==> src/rtl/rw_put_state_pipe_if.sv <==
// Put/flush bus for rw_put_state_pipe: data, put enable and flush in,
// delayed data, valid and sticky overflow out.
interface rw_put_state_pipe_if #(
    parameter int W = 1
);
    logic [W-1:0] __in0;
    logic         __in1;
    logic         __in2;
    logic [W-1:0] __out0;
    logic         __out1;
    logic         __out2;

    modport master (
        output __in0, __in1, __in2,
        input  __out0, __out1, __out2
    );

    modport slave (
        input  __in0, __in1, __in2,
        output __out0, __out1, __out2
    );
endinterface

==> src/rtl/rw_put_state_pipe.sv <==
// DEPTH-deep put/echo state chain with optional running-sum front stage,
// fill/run resumption tag, synchronous flush and sticky add overflow.
//
// state | meaning
// FILL  | fewer than DEPTH puts since reset/flush; outputs report invalid
// RUN   | chain fully primed; last stage is presented on __out0
module rw_put_state_pipe #(
    parameter int W     = 1,
    parameter int DEPTH = 1,
    parameter int MODE  = 0
) (
    input  logic              clk,
    input  logic              rst,
    rw_put_state_pipe_if.slave bus
);
    localparam int CW = $clog2(DEPTH + 1);

    typedef enum logic {
        FILL = 1'b0,
        RUN  = 1'b1
    } tag_t;

    logic [W-1:0]  st     [DEPTH];
    logic [W-1:0]  st_nxt [DEPTH];
    tag_t          tag, tag_nxt;
    logic [CW-1:0] cnt, cnt_nxt;
    logic          ovf, ovf_nxt;
    logic [W:0]    sum_full;

    logic [W-1:0]  out0_q;
    logic          out1_q;
    logic          out2_q;

    always_comb begin
        st_nxt   = st;
        tag_nxt  = tag;
        cnt_nxt  = cnt;
        ovf_nxt  = ovf;
        sum_full = {1'b0, st[0]} + {1'b0, bus.__in0};
        if (bus.__in2) begin
            for (int i = 0; i < DEPTH; i++) st_nxt[i] = '0;
            tag_nxt = FILL;
            cnt_nxt = '0;
            ovf_nxt = 1'b0;
        end else if (bus.__in1) begin
            // accumulate mode keeps the running sum in stage 0, then delays it
            if (MODE == 1) begin
                st_nxt[0] = sum_full[W-1:0];
                ovf_nxt   = ovf | sum_full[W];
            end else begin
                st_nxt[0] = bus.__in0;
            end
            for (int i = 1; i < DEPTH; i++) st_nxt[i] = st[i-1];
            if (tag == FILL) begin
                cnt_nxt = cnt + CW'(1);
                if (cnt == CW'(DEPTH - 1)) tag_nxt = RUN;
            end
        end
    end

    // outputs are registered from next-state so they line up with the state they describe
    always_ff @(posedge clk or negedge rst) begin
        if (!rst) begin
            for (int i = 0; i < DEPTH; i++) st[i] <= '0;
            tag    <= FILL;
            cnt    <= '0;
            ovf    <= 1'b0;
            out0_q <= '0;
            out1_q <= 1'b0;
            out2_q <= 1'b0;
        end else begin
            for (int i = 0; i < DEPTH; i++) st[i] <= st_nxt[i];
            tag    <= tag_nxt;
            cnt    <= cnt_nxt;
            ovf    <= ovf_nxt;
            out0_q <= (tag_nxt == RUN) ? st_nxt[DEPTH-1] : '0;
            out1_q <= (tag_nxt == RUN);
            out2_q <= ovf_nxt;
        end
    end

    assign bus.__out0 = out0_q;
    assign bus.__out1 = out1_q;
    assign bus.__out2 = out2_q;
endmodule
==> src/flat_wrapper.sv <==
// flat-port wrapper written by rule: the top's interface ports become plain ports
module rw_put_state_pipe_flat 
#(
    parameter int W     = 1,
    parameter int DEPTH = 1,
    parameter int MODE  = 0
)
  (clk, rst, bus___in0, bus___in1, bus___in2, bus___out0, bus___out1, bus___out2);
  rw_put_state_pipe_if #(.W(W)) bus_i ();
  input  logic clk;
  input  logic rst;
  input wire logic [$bits(bus_i.__in0)-1:0] bus___in0;
  input wire logic [$bits(bus_i.__in1)-1:0] bus___in1;
  input wire logic [$bits(bus_i.__in2)-1:0] bus___in2;
  output wire logic [$bits(bus_i.__out0)-1:0] bus___out0;
  output wire logic [$bits(bus_i.__out1)-1:0] bus___out1;
  output wire logic [$bits(bus_i.__out2)-1:0] bus___out2;
  assign bus_i.__in0 = bus___in0;
  assign bus_i.__in1 = bus___in1;
  assign bus_i.__in2 = bus___in2;
  assign bus___out0 = bus_i.__out0;
  assign bus___out1 = bus_i.__out1;
  assign bus___out2 = bus_i.__out2;
  rw_put_state_pipe #(.W(W), .DEPTH(DEPTH), .MODE(MODE)) u_core (.clk(clk), .rst(rst), .bus(bus_i));
endmodule
==> config.mk <==
export PLATFORM = sky130hd
export DESIGN_NAME = rw_put_state_pipe_flat
export DESIGN_NICKNAME = d
export VERILOG_FILES = /design/src/rtl/rw_put_state_pipe_if.sv /design/src/rtl/rw_put_state_pipe.sv /design/src/flat_wrapper.sv
export SDC_FILE = /design/constraint.sdc
export NUM_CORES = 1
export LEC_CHECK = 0
export CORE_AREA = 2 2 39 41
export DETAILED_ROUTE_END_ITERATION = 12
export DIE_AREA = 0 0 41 43
export GPL_TIMING_DRIVEN = 0
export PLACE_DENSITY_LB_ADDON = 0.2
export SKIP_CTS_REPAIR_TIMING = 1
export SLEW_MARGIN = 5
export SYNTH_ARGS = -nofsm -noshare
export SYNTH_HDL_FRONTEND = slang
export SYNTH_SLANG_ARGS = --single-unit
==> constraint.sdc <==
create_clock -name clk -period 1.5 [get_ports clk]
set_input_delay 0.15 -clock clk [delete_from_list [all_inputs] [get_ports clk]]
set_output_delay 0.15 -clock clk [all_outputs]
set_load 0.05 [all_outputs]
; After elaboration in Yosys (flattened, before gate mapping)
; Index checks and enable logic that the tools add are counted.
[totals]
register_bits = 4
input_bits = 5
output_inout_bits = 3
elab_cells = 18
[classes]
n_addsub = 1
n_eq_ne = 1
mux = 10
reduce_logical = 2
[ops]
columns = cell, count
row1 = 1-bit 2-to-1 mux, 10
row2 = 2-bit inequality test (second input constant), 1
row3 = 2-bit AND reduction, 1
row4 = 2-bit nonzero test, 1
row5 = 1-bit adder (second input constant), 1

; Depth between registers and ports, before layout
[depth]
word_depth = 5
mapped_depth = 3
ltp_nobuf = 3

; Least setup slack after synthesis
; OpenSTA, ideal clock, no wires.
[synth_path]
path_type = flip-flop to flip-flop
from = register u_core.tag
to = register u_core.cnt
setup_time_ns = 0.119
arrival_time_ns = 1.073
required_time_ns = 1.381
slack_ns = 0.309
path_stages_with_launch = 4
path_buffers = 0
period_less_slack_ns = 1.191
path_cell_list = dfrtp_1 > and2b_2 > xnor2_1 > nor2_1
[synth_via]
elab_chain_cells = 2
[synth_lines]
columns = item, line
row1 = start: declaration, rw_put_state_pipe.sv:25  ; tag_t tag, tag_nxt;
row2 = start signal: assignment, rw_put_state_pipe.sv:73  ; tag <= tag_nxt;
row3 = 2-bit inequality test (no line), n/a
row4 = 2-bit AND reduction (no line), n/a
row5 = end signal: assignment, rw_put_state_pipe.sv:74  ; cnt <= cnt_nxt;
row6 = end: declaration, rw_put_state_pipe.sv:26  ; logic [CW-1:0] cnt, cnt_nxt;
; Every way passes these cells.
; A chain may end at the register's enable or synchronous reset.

==> metrics.md <==
| Metric | Value |
|---|---|
| Status | complete, no violations |
| Placer Congestion | 0.511 |
| Slowest cell on crit path | dlymetal6s2s_1 |
| Internal | 0.236 mW |
| Core ar. | ~0.0014 mm2 |
| Clock latency on the worst-skew pair | 230 ps |
| CTS tree | done |
| Multi-input gate area | about 66 um2 |
| 1st-iter DRT viols | 2 |
| Count of port buffers added during placement | 6 |
| Worst setup EP type | primary output |
| Die Area | 0.00176 mm2 |
| Worst hold margin | about 120 ps |
| Final Non-Filler Cells | 42 |
| Placed Cells incl. Taps | 39 |
| Sum of buffers and inverters on the critical path | 1 |
| P&R area growth vs syn | 60.6% |
| Pre-CTS setup slack | 170 ps |
| Sequential Power Share | 0.389 |
| Number of antenna violations at the first check in global routing | 0 |
| Post-synth top area share | 0.563 |
| Vias per inst | 3.14 |
| Post-detailed-route count of antenna-violating nets | 0 |
| Largest net degree at the start of global routing | 6 |
| Setup slack after layout | 317 ps |
| Worst slew pin tran | roughly 500 ps |
| H-tree depth | 1 |
| Sequential cell area | 100 um2 |
| Gr usage total | 0.0515 |
| Synth area leaders | dfrtp_1, nor2_1, mux2i_1, and2b_2, o32ai_1 |
| Ys Warns | 0 |
| Mapped Nets | 22 |
| Starting Density | 0.128 |
| Row count | 14 |
| Dpl hpwl | 270 um |
| Final core utilization | 0.206 |
| Period Utilization, post-route | 0.788 |
| Switching Share | 0.258 |
| Gate power share | 0.211 |
| Crit path largest cell delay | 430 ps |
| CP required | ~1400 ps |
| Pwr dens | 1120 mW/mm2 |
| Critical Path, Cell by Cell | dlymetal6s2s_1 |
| Fin. max-slew vios | 0 |
| Post-synthesis area per instance | 10.5 um2 |
| Clk pwr share | 0.400 |
| EDFF count, synth | 0 |
| FF+latch count, synth | 4 |
| Antenna cells | 0 |
| Clock Path Buffers | 2 |
| Setup Viol. Count Final | 0 |
| Post-synthesis sequential area ratio | 0.563 |
| Via count | 132 |
| Maximum vdd drop | 0.354 mV |
| Power consumption | 0.319 mW |
| Router iterations before antenna repair | 2 |
| Die H | 43 um |
| Cell with the most instances after synthesis | dfrtp_1 |
| # Max-Cap Violations | 0 |
| First-pass GRT wire length | 517 um |
| Cell taking the most area after synthesis | dfrtp_1 |
| Min-Delay Path Class | in2async |
| Clock sink count | 4 |
| Critical path class | reg2out |
| Critical path fanouts, max | 4 |
| Routed WL | 341 um |
| Synth unique cells | 12 |
| Slew headroom | 0.663 |
| Layout Skew | 3.57 ps |
| Number of global-route vias before repair | 124 |
| Register clock-pin slew on the reported worst setup and hold paths | 40 ps |
| Fin nets | 33 |
| Layout cell share with drive strength beyond 1 | 0.192 |
| Max Fclk | 846 MHz |
| Inserted Clock Buffers | 3 |
| IO Pins | 8 |
| Switching pwr | 0.0823 mW |
| Leakage | 0.153 nW |
| Data arrival time of the worst path | 1030 ps |
| Synth Instances | 17 |
| Synth top cells by count | dfrtp_1, nor2_1 |
| Total grt overflow | 0 |
| Hold Vio Cnt, Final | 0 |
| Synth async-reset ratio | 1.00 |
| Tmin final | 1180 ps |
| # fillers | 148 |
| WL/cell | slightly above 8 um |
| DRC | 0 |
| Mapped cell area | 178 um2 |
| Root Buffer | clkbuf_4 |
| Die Wd | 41 um |
| RSZ-0062 raised after global routing | no |
| CP top delay family | buffers and inverters |
| Synth Flop Type | dfrtp_1 |
| CP Launch Type | flop |
-- layer usage --
metal / up-vias / GRT usage / share of wire
met3: 0 / 0.0366 / 0.13
met5: - / 0 / 0
li1: 71 / - / -
met2: 7 / 0.0344 / 0.30
met4: 0 / 0.0600 / 0
met1: 54 / 0.0787 / 0.56
-- logic make-up (layout without fill, tap and decap cells) --
kind of cell | count (synthesis) | after routing | synth area share
simple gates | 6 | 6 | 0.169
xor+xnor | 1 | 1 | 0.0493
flops | 4 | 4 | 0.563
buf+inv | 2 | 11 | 0.0634
other cells | 1 | 1 | 0.0211
mux | 1 | 1 | 0.0563
compound gates | 2 | 2 | 0.0774
-- area by class of cell --
cell class                      count  share of cell area
Clock buffer                        3              0.0789
Sequential cell                     4               0.351
Multi-Input combinational cell     11               0.232
Buffer                              1              0.0263
Inverter                            1              0.0132
Timing Repair Buffer                6               0.228
Tap cell                           16              0.0702
-- worst reg2reg max path: cells and delay by family (launching register included) --
family | cells | cell delay (ps)
DFF | 1 | 370
and+or+nand+nor | 2 | 290
xor gates and xnor gates | 1 | 120
-- registers in the layout, indices dropped and copies added, names as in the netlist --
| signal | flops |
|---|---|
| u_core.bus.__out0 | 1 |
| u_core.cnt | 1 |
| u_core.st | 1 |
| u_core.tag | 1 |
-- per-stage QoR --
stage / cell area [um2] / setup TNS (ps)
floorplan: 178 / 0
global placement: 258 / 0
detailed placement: 258 / 0
CTS: 280 / -88.4
global route: 285 / 0
finish: 285 / 0
-- path summary, 6_finish.rpt --
path	startpoint	end	slack, ps	depth (start not counted)
max in group asynchronous	rst	u_core.st$_DFF_PN0_	1220	1
setup reg to reg	u_core.tag$_DFF_PN0_	u_core.cnt$_DFFE_PN0P_	600	3
setup / recovery	u_core.tag$_DFF_PN0_	bus___out1	320	1
min in group clk	u_core.cnt$_DFFE_PN0P_	u_core.bus.__out0$_DFF_PN0_	540	1
hold / removal	rst	u_core.tag$_DFF_PN0_	120	1
hold reg to reg	u_core.cnt$_DFFE_PN0P_	u_core.bus.__out0$_DFF_PN0_	540	1
-- cell usage in the layout, fill, tap and decap left out --
| cell type | count |
|---|---|
| a21oi_1 | 1 |
| inv_1 | 1 |
| xnor2_1 | 1 |
| mux2i_1 | 1 |
| dfrtp_1 | 4 |
| dlymetal6s2s_1 | 2 |
| nor2_1 | 3 |
| nand2_1 | 1 |
| clkbuf_4 | 3 |
| conb_1 | 1 |
| and2b_2 | 1 |
| clkdlybuf4s50_1 | 4 |
| buf_4 | 1 |
| o32ai_1 | 1 |
| nand2b_1 | 1 |
-- power by group through the flow --
stage | Clock (mW) | Sequential, mW | Combinational (mW)
2_1_floorplan | 0 | 0.140 | 0.0255
3_3_place_gp | 0 | 0.125 | 0.0680
3_5_place_dp | 0 | 0.126 | 0.0681
4_1_cts | 0.135 | 0.124 | 0.0685
5_1_grt | 0.140 | 0.126 | 0.0729
6_report | 0.127 | 0.124 | 0.0671
No activity file was read; power rests on OpenSTA's default activity.
